### config.mk
export PLATFORM = sky130hd
export DESIGN_NAME = packet_fifo_sender
export DESIGN_NICKNAME = d
export VERILOG_FILES = /design/src/rtl/pfs_pkg.sv /design/src/rtl/pfs_slot_mem.sv /design/src/rtl/packet_fifo_sender.sv
export SDC_FILE = /design/constraint.sdc
export NUM_CORES = 1
export LEC_CHECK = 0
export CORE_MARGIN = 1
export CORE_UTILIZATION = 39
export DETAILED_ROUTE_END_ITERATION = 8
export DONT_BUFFER_PORTS = 1
export GPL_TIMING_DRIVEN = 0
export PLACE_DENSITY = 0.66
export SLEW_MARGIN = 0
export SYNTH_ARGS = -nofsm -noshare
export SYNTH_HDL_FRONTEND = slang
export SYNTH_SLANG_ARGS = --single-unit
### constraint.sdc
create_clock -name clk -period 2.9 [get_ports clk]
set_input_delay 0.58 -clock clk [delete_from_list [all_inputs] [get_ports clk]]
set_output_delay 0.58 -clock clk [all_outputs]
set_load 0.03 [all_outputs]
### src/rtl/pfs_pkg.sv
// Shared defaults, packet byte offsets and transmit-FSM state encoding
// for the packet FIFO sender.
package pfs_pkg;

  localparam int PFS_DEPTH     = 4;
  localparam int PFS_WIDTH     = 11;
  localparam int PFS_UWIDTH    = 8;
  localparam int PFS_PTR_SZ    = 2;
  localparam int PFS_PTR_IN_SZ = 4;

  // Byte offsets inside a slot; the crc follows the data at DATA_IDX + size.
  localparam int SRC_IDX  = 0;
  localparam int DST_IDX  = 1;
  localparam int SIZE_IDX = 2;
  localparam int DATA_IDX = 3;

  typedef enum logic [1:0] {
    IDLE = 2'd0,
    SEND = 2'd1,
    POP  = 2'd2
  } state_e;

endpackage

### src/rtl/pfs_slot_mem.sv
// Packet slot storage with wrap-bit write/read pointers and full/empty flags.
// The read port is combinational and addressed by (rptr, ridx_i).
module pfs_slot_mem
  import pfs_pkg::*;
#(
  parameter int DEPTH     = PFS_DEPTH,
  parameter int WIDTH     = PFS_WIDTH,
  parameter int UWIDTH    = PFS_UWIDTH,
  parameter int PTR_SZ    = PFS_PTR_SZ,
  parameter int PTR_IN_SZ = PFS_PTR_IN_SZ
) (
  input  logic                 clk,
  input  logic                 rst,
  input  logic                 winc_i,
  input  logic [PTR_IN_SZ-1:0] waddr_i,
  input  logic [UWIDTH-1:0]    wdata_i,
  input  logic                 pop_i,
  input  logic [PTR_IN_SZ-1:0] ridx_i,
  output logic [UWIDTH-1:0]    rdata_o,
  output logic                 wfull_o,
  output logic                 rempty_o
);

  localparam logic [PTR_SZ:0]    FULL_CNT = (PTR_SZ+1)'(DEPTH);
  localparam logic [PTR_IN_SZ-1:0] LAST_IDX = PTR_IN_SZ'(WIDTH - 1);

  logic [UWIDTH-1:0] mem_q [DEPTH][WIDTH];
  logic [PTR_SZ:0]   wptr_q, wptr_d;
  logic [PTR_SZ:0]   rptr_q, rptr_d;
  logic [PTR_SZ:0]   count;
  logic              wr_en;

  assign count    = wptr_q - rptr_q;
  assign wfull_o  = (count == FULL_CNT);
  assign rempty_o = (count == '0);

  // A full FIFO drops both the byte and the commit, so the slot being
  // streamed (rptr == wptr slot when full) can never be touched.
  assign wr_en  = !rst && !wfull_o;
  assign wptr_d = wptr_q + (PTR_SZ+1)'(wr_en && winc_i);
  assign rptr_d = rptr_q + (PTR_SZ+1)'(pop_i);

  always_ff @(posedge clk) begin
    if (rst) begin
      wptr_q <= '0;
      rptr_q <= '0;
    end else begin
      wptr_q <= wptr_d;
      rptr_q <= rptr_d;
    end
  end

  always_ff @(posedge clk) begin
    if (wr_en && (waddr_i <= LAST_IDX)) begin
      mem_q[wptr_q[PTR_SZ-1:0]][waddr_i] <= wdata_i;
    end
  end

  assign rdata_o = (ridx_i <= LAST_IDX) ? mem_q[rptr_q[PTR_SZ-1:0]][ridx_i] : '0;

endmodule

### src/rtl/packet_fifo_sender.sv
// Packet FIFO with a byte-serial transmitter: drains committed slots in
// order, emitting src, dst, size, data[0..dsz-1], crc one byte per cycle.
module packet_fifo_sender
  import pfs_pkg::*;
#(
  parameter int DEPTH     = PFS_DEPTH,
  parameter int WIDTH     = PFS_WIDTH,
  parameter int UWIDTH    = PFS_UWIDTH,
  parameter int PTR_SZ    = PFS_PTR_SZ,
  parameter int PTR_IN_SZ = PFS_PTR_IN_SZ
) (
  input  logic                 clk,
  input  logic                 rst,
  input  logic                 winc,
  input  logic [PTR_IN_SZ-1:0] waddr_in,
  input  logic [UWIDTH-1:0]    wdata,
  output logic                 wfull,
  output logic                 rempty,
  output logic                 packet_valid,
  output logic [UWIDTH-1:0]    packet_out
);

  localparam logic [PTR_IN_SZ-1:0] MAX_DSZ = PTR_IN_SZ'(WIDTH - 4);
  localparam logic [UWIDTH-1:0]    MAX_SZB = UWIDTH'(WIDTH - 4);
  localparam logic [PTR_IN_SZ-1:0] SIZE_I  = PTR_IN_SZ'(SIZE_IDX);
  localparam logic [PTR_IN_SZ-1:0] DATA_I  = PTR_IN_SZ'(DATA_IDX);

  state_e               state_q, state_d;
  logic [PTR_IN_SZ-1:0] idx_q, idx_d;
  logic [PTR_IN_SZ-1:0] dsz_q, dsz_d;
  logic                 valid_q, valid_d;
  logic [UWIDTH-1:0]    out_q, out_d;
  logic                 pop;
  logic [UWIDTH-1:0]    rdata;
  logic                 last_byte;

  pfs_slot_mem #(
    .DEPTH    (DEPTH),
    .WIDTH    (WIDTH),
    .UWIDTH   (UWIDTH),
    .PTR_SZ   (PTR_SZ),
    .PTR_IN_SZ(PTR_IN_SZ)
  ) u_mem (
    .clk     (clk),
    .rst     (rst),
    .winc_i  (winc),
    .waddr_i (waddr_in),
    .wdata_i (wdata),
    .pop_i   (pop),
    .ridx_i  (idx_q),
    .rdata_o (rdata),
    .wfull_o (wfull),
    .rempty_o(rempty)
  );

  // dsz is only latched at the size byte, but DATA_I + dsz is always beyond
  // the header indices, so a stale dsz can never end the packet early.
  assign last_byte = (idx_q == DATA_I + dsz_q);

  always_ff @(posedge clk) begin
    if (rst) begin
      state_q <= IDLE;
      idx_q   <= '0;
      dsz_q   <= '0;
      valid_q <= 1'b0;
      out_q   <= '0;
    end else begin
      state_q <= state_d;
      idx_q   <= idx_d;
      dsz_q   <= dsz_d;
      valid_q <= valid_d;
      out_q   <= out_d;
    end
  end

  always_comb begin
    state_d = state_q;
    case (state_q)
      IDLE:    if (!rempty) state_d = SEND;
      SEND:    if (last_byte) state_d = POP;
      POP:     state_d = IDLE;
      default: state_d = IDLE;
    endcase
  end

  always_comb begin
    idx_d   = idx_q;
    dsz_d   = dsz_q;
    valid_d = valid_q;
    out_d   = out_q;
    pop     = 1'b0;
    case (state_q)
      IDLE: begin
        idx_d   = '0;
        valid_d = 1'b0;
      end
      SEND: begin
        out_d   = rdata;
        valid_d = 1'b1;
        idx_d   = idx_q + PTR_IN_SZ'(1);
        if (idx_q == SIZE_I) begin
          dsz_d = (rdata > MAX_SZB) ? MAX_DSZ : rdata[PTR_IN_SZ-1:0];
        end
      end
      POP: begin
        idx_d   = '0;
        valid_d = 1'b0;
        pop     = 1'b1;
      end
      default: begin
        idx_d   = '0;
        valid_d = 1'b0;
      end
    endcase
  end

  assign packet_valid = valid_q;
  assign packet_out   = out_q;

endmodule

==> flow_summary_export.csv <==
group,metric,value,unit
outcome,outcome,"finished with violations",
outcome,violations,"negative setup slack",
logic_synthesis,synth_nets,844,
global_routing,antenna_found_initial,0,
timing,clock.fmax,0.3423,GHz
routing,dr.pass1.iters,5,
routing,wl_per_cell,26.65,µm
die,ios,26,
logic_synthesis,synthFlopType,"edfxtp_1",
cts,cts_hold_buf,0,
logic_synthesis,ys_warn_count,0,
power_and_ir_drop,ir_worst_vdd,0.0003126,V
routing,ant_nets,0,
logic_synthesis,synthDominantCellAreaShare,70.14,%
logic_synthesis,netlist_top_cells_area,"edfxtp_1, mux4_2, mux2i_1",
logic_synthesis,syn_area_per_cell,18.38,µm²
flow_run,drv_cap,0,
power_and_ir_drop,internal_power,0.008755,W
logic_synthesis,synth.distinct_cells,53,
logic_synthesis,muxShareOfSynthArea,13.59,%
timing,maxSlewHeadroom,1.782,%
place,finalWeightedCongestion,0.9246,
power_and_ir_drop,power.switching,0.002306,W
logic_synthesis,synth_edf_count,352,
die,core,37840,µm²
power_and_ir_drop,power,0.01106,W
logic_synthesis,synth_compound_area_share,4.218,%
layout,multi_input_area,4146,µm²
min_path,hold_path.class,"primary input to flip-flop",
place,dp.cells,1331,
place,portBuffers,0,
place,dp_slack,-2.031,ns
routing,drc,0,
global_routing,grt_pass1_wl,55190,µm
cts,clk_latency,0.55,ns
die,rows,71,
die,start_util,39.82,%
logic_synthesis,syn_area,15070,µm²
setup_path,critPathRequiredTime,3.29,ns
logic_synthesis,synth-xor-area-share,0.6393,%
logic_synthesis,ys_ff_latch,377,
power_and_ir_drop,power_density,608.6,nW/µm²
die,dieArea,39430,µm²
layout,layout.nets,935,
cts,cts_sinks,377,
global_routing,grt_max_degree,45,
logic_synthesis,synth_cells,820,
timing,finalMaxSlewViolations,0,
setup_path,start_kind,"flip-flop",
timing,hold_viol,0,
logic_synthesis,yosysTopAreaCell,"edfxtp_1",
timing,skew,0.02231,ns
layout,syn_to_final_growth,20.60,%
cts,ctsHtreeMaxLevel,2,
timing,tightest_slew,1.473,ns
die,die_h,198.6,µm
power_and_ir_drop,p_leak,5.620,nW
power_and_ir_drop,pwr-share-clk,42.8,%
setup_path,reg2reg_depth,8,
logic_synthesis,synth-simple-area-share,5.032,%
timing,fin_crit,2.921,ns
logic_synthesis,synth_top_family_by_area,"multiplexers",
place,dp_hpwl,23420,µm
cts,cts_tree,"done",
setup_path,cp_max_fo,10,
power_and_ir_drop,p_sw_share,20.85,%
timing,setup_ws,-0.02149,ns
routing,wl,38730,µm
power_and_ir_drop,power.share.combinational,2.8,%
cts,root_buffer,"clkbuf_16",
logic_synthesis,synth_fa_ha_area_share,0.7473,%
logic_synthesis,async_flop_share,0,%
layout,fin_cells,1453,
setup_path,arrival,3.32,ns
routing,drt-initial-drc-count,863,
global_routing,grt_overflow,0,
cts,clk_pin_slew,0.06,ns
min_path,hold_depth,0,
global_routing,grt_pass1_vias,8333,
layout,fillers,3099,
setup_path,critPathCaptureType,"flip-flop",
setup_path,path_class,"flip-flop to flip-flop",
cts,cts_buffers,40,
routing,vias,8273,
layout,regArea,11070,µm²
layout,drive_gt1_share,29.09,%
cts,cts_max_path_buffers,3,
routing,viasPerCell,5.694,
timing,fin_crit_sh,100.7,%
die,floorplan.die.width,198.6,µm
layout,diodes,0,
power_and_ir_drop,seqPwrFrac,54.4,%
global_routing,track_usage,19.80,%
timing,setup-violations-final,4,
logic_synthesis,ys_seq_area_share,73.46,%
[cells in the mapped netlist (all sizes together), types with 5 or more instances]
| library cell | number |
|---|---|
| mux4 | 61 |
| a211oi | 7 |
| o21ai | 14 |
| a21oi | 13 |
| xnor2 | 5 |
| nor3 | 10 |
| buf | 30 |
| clkbuf | 11 |
| ha | 9 |
| xor2 | 6 |
| nor2 | 65 |
| edfxtp | 352 |
| nor2b | 14 |
| nand2 | 41 |
| a221oi | 7 |
| mux2i | 64 |
| nand3 | 9 |
| dfxtp | 25 |
| inv | 6 |
| a22oi | 26 |
[layout make-up]
class | count | share of cell area [%]
plain buffers | 41 | 2.086
clock buffers | 47 | 5.769
clock inverters | 26 | 0.8330
inverters | 6 | 0.1446
multi-input cells | 396 | 22.82
flip-flops and latches | 377 | 60.94
well taps | 511 | 3.518
repair buffers | 49 | 3.897
[through the flow]
stage	utilization, %	setup TNS [ns]	cell area [µm²]	hold WS (ns)
global route	48.02	-0.2049	18170	0.1121
finish	48.02	-0.06400	18170	0.1274
floorplan	-	0	15070	0.4441
detailed placement	41.51	-626.27	15710	0.4702
global placement	41.51	-571.67	15710	0.4633
CTS	47.14	0	17840	0.1261
[timing repair]
item                                   in CTS  in global routing
setup endpoints to repair                 365                358
endpoints found under the hold margin       0                  0
setup buffers                              34                 14
pin swaps                                  30                 17
resized for setup                         121                 30
gates cloned                                0                  0
[critical path, cell delays in order, from the launching register on]
cell	delay, ns
dfxtp_4	0.41
buf_2	0.33
buf_2	0.51
mux4_2	0.39
mux2i_1	0.30
o22ai_1	0.27
a211oi_2	0.28
buf_4	0.18
a311oi_1	0.09
[power groups by stage]
| stage | Clock [W] | Sequential, W | Combinational (W) |
|---|---|---|---|
| detailed placement | 0 | 0.00614 | 0.000229 |
| global route | 0.00502 | 0.00602 | 0.000318 |
| CTS | 0.00479 | 0.00602 | 0.000276 |
| floorplan | 0 | 0.00613 | 0.000150 |
| global placement | 0 | 0.00614 | 0.000226 |
| finish | 0.00473 | 0.00602 | 0.000305 |
[placed cells by master (no fill, tap or decap), types with 10 or more instances in the layout]
cell       instances
clkbuf_1          11
mux2i_1           63
dfxtp_1           24
nor2_4            45
buf_12            32
edfxtp_1         352
clkinv_1          13
nand2_1           31
a22oi_1           26
nor2b_1           14
buf_4             26
a21oi_1           11
clkbuf_16         41
nor3_1            10
nor2_1            20
mux4_2            52
[metal layers]
layer	up-vias	routed length (µm)	track usage, %
li1	3477	-	-
met4	0	1382	8.433
met5	-	0	0
met2	456	17620	29.66
met1	4245	15770	26.77
met3	95	3956	6.002
[sequential cells by signal, summed over array words and instances, names as in the netlist]
register and flops:
u_mem.wptr_q 3, state_q 2, u_mem.rptr_q 3, u_mem.mem_q 352, packet_valid 1, packet_out 8, dsz_q 4, idx_q 4
[path summary, 6_finish.rpt]
| path | end | startpoint | slack (ns) |
|---|---|---|---|
| min | u_mem.mem_q[0][53] | wdata[5] | 0.13 |
| max | dsz_q[1] | u_mem.rptr_q[1] | -0.02 |
| min reg2reg | state_q[1] | state_q[1] | 0.48 |
| max reg2reg | dsz_q[1] | u_mem.rptr_q[1] | -0.02 |
[cell families after synthesis]
logic type | count (synthesis)
fa+ha+maj | 9
compound gates | 87
buf+inv | 47
xor+xnor | 11
simple gates | 164
flops | 377
mux | 125
(Power assumes the default switching activity.)
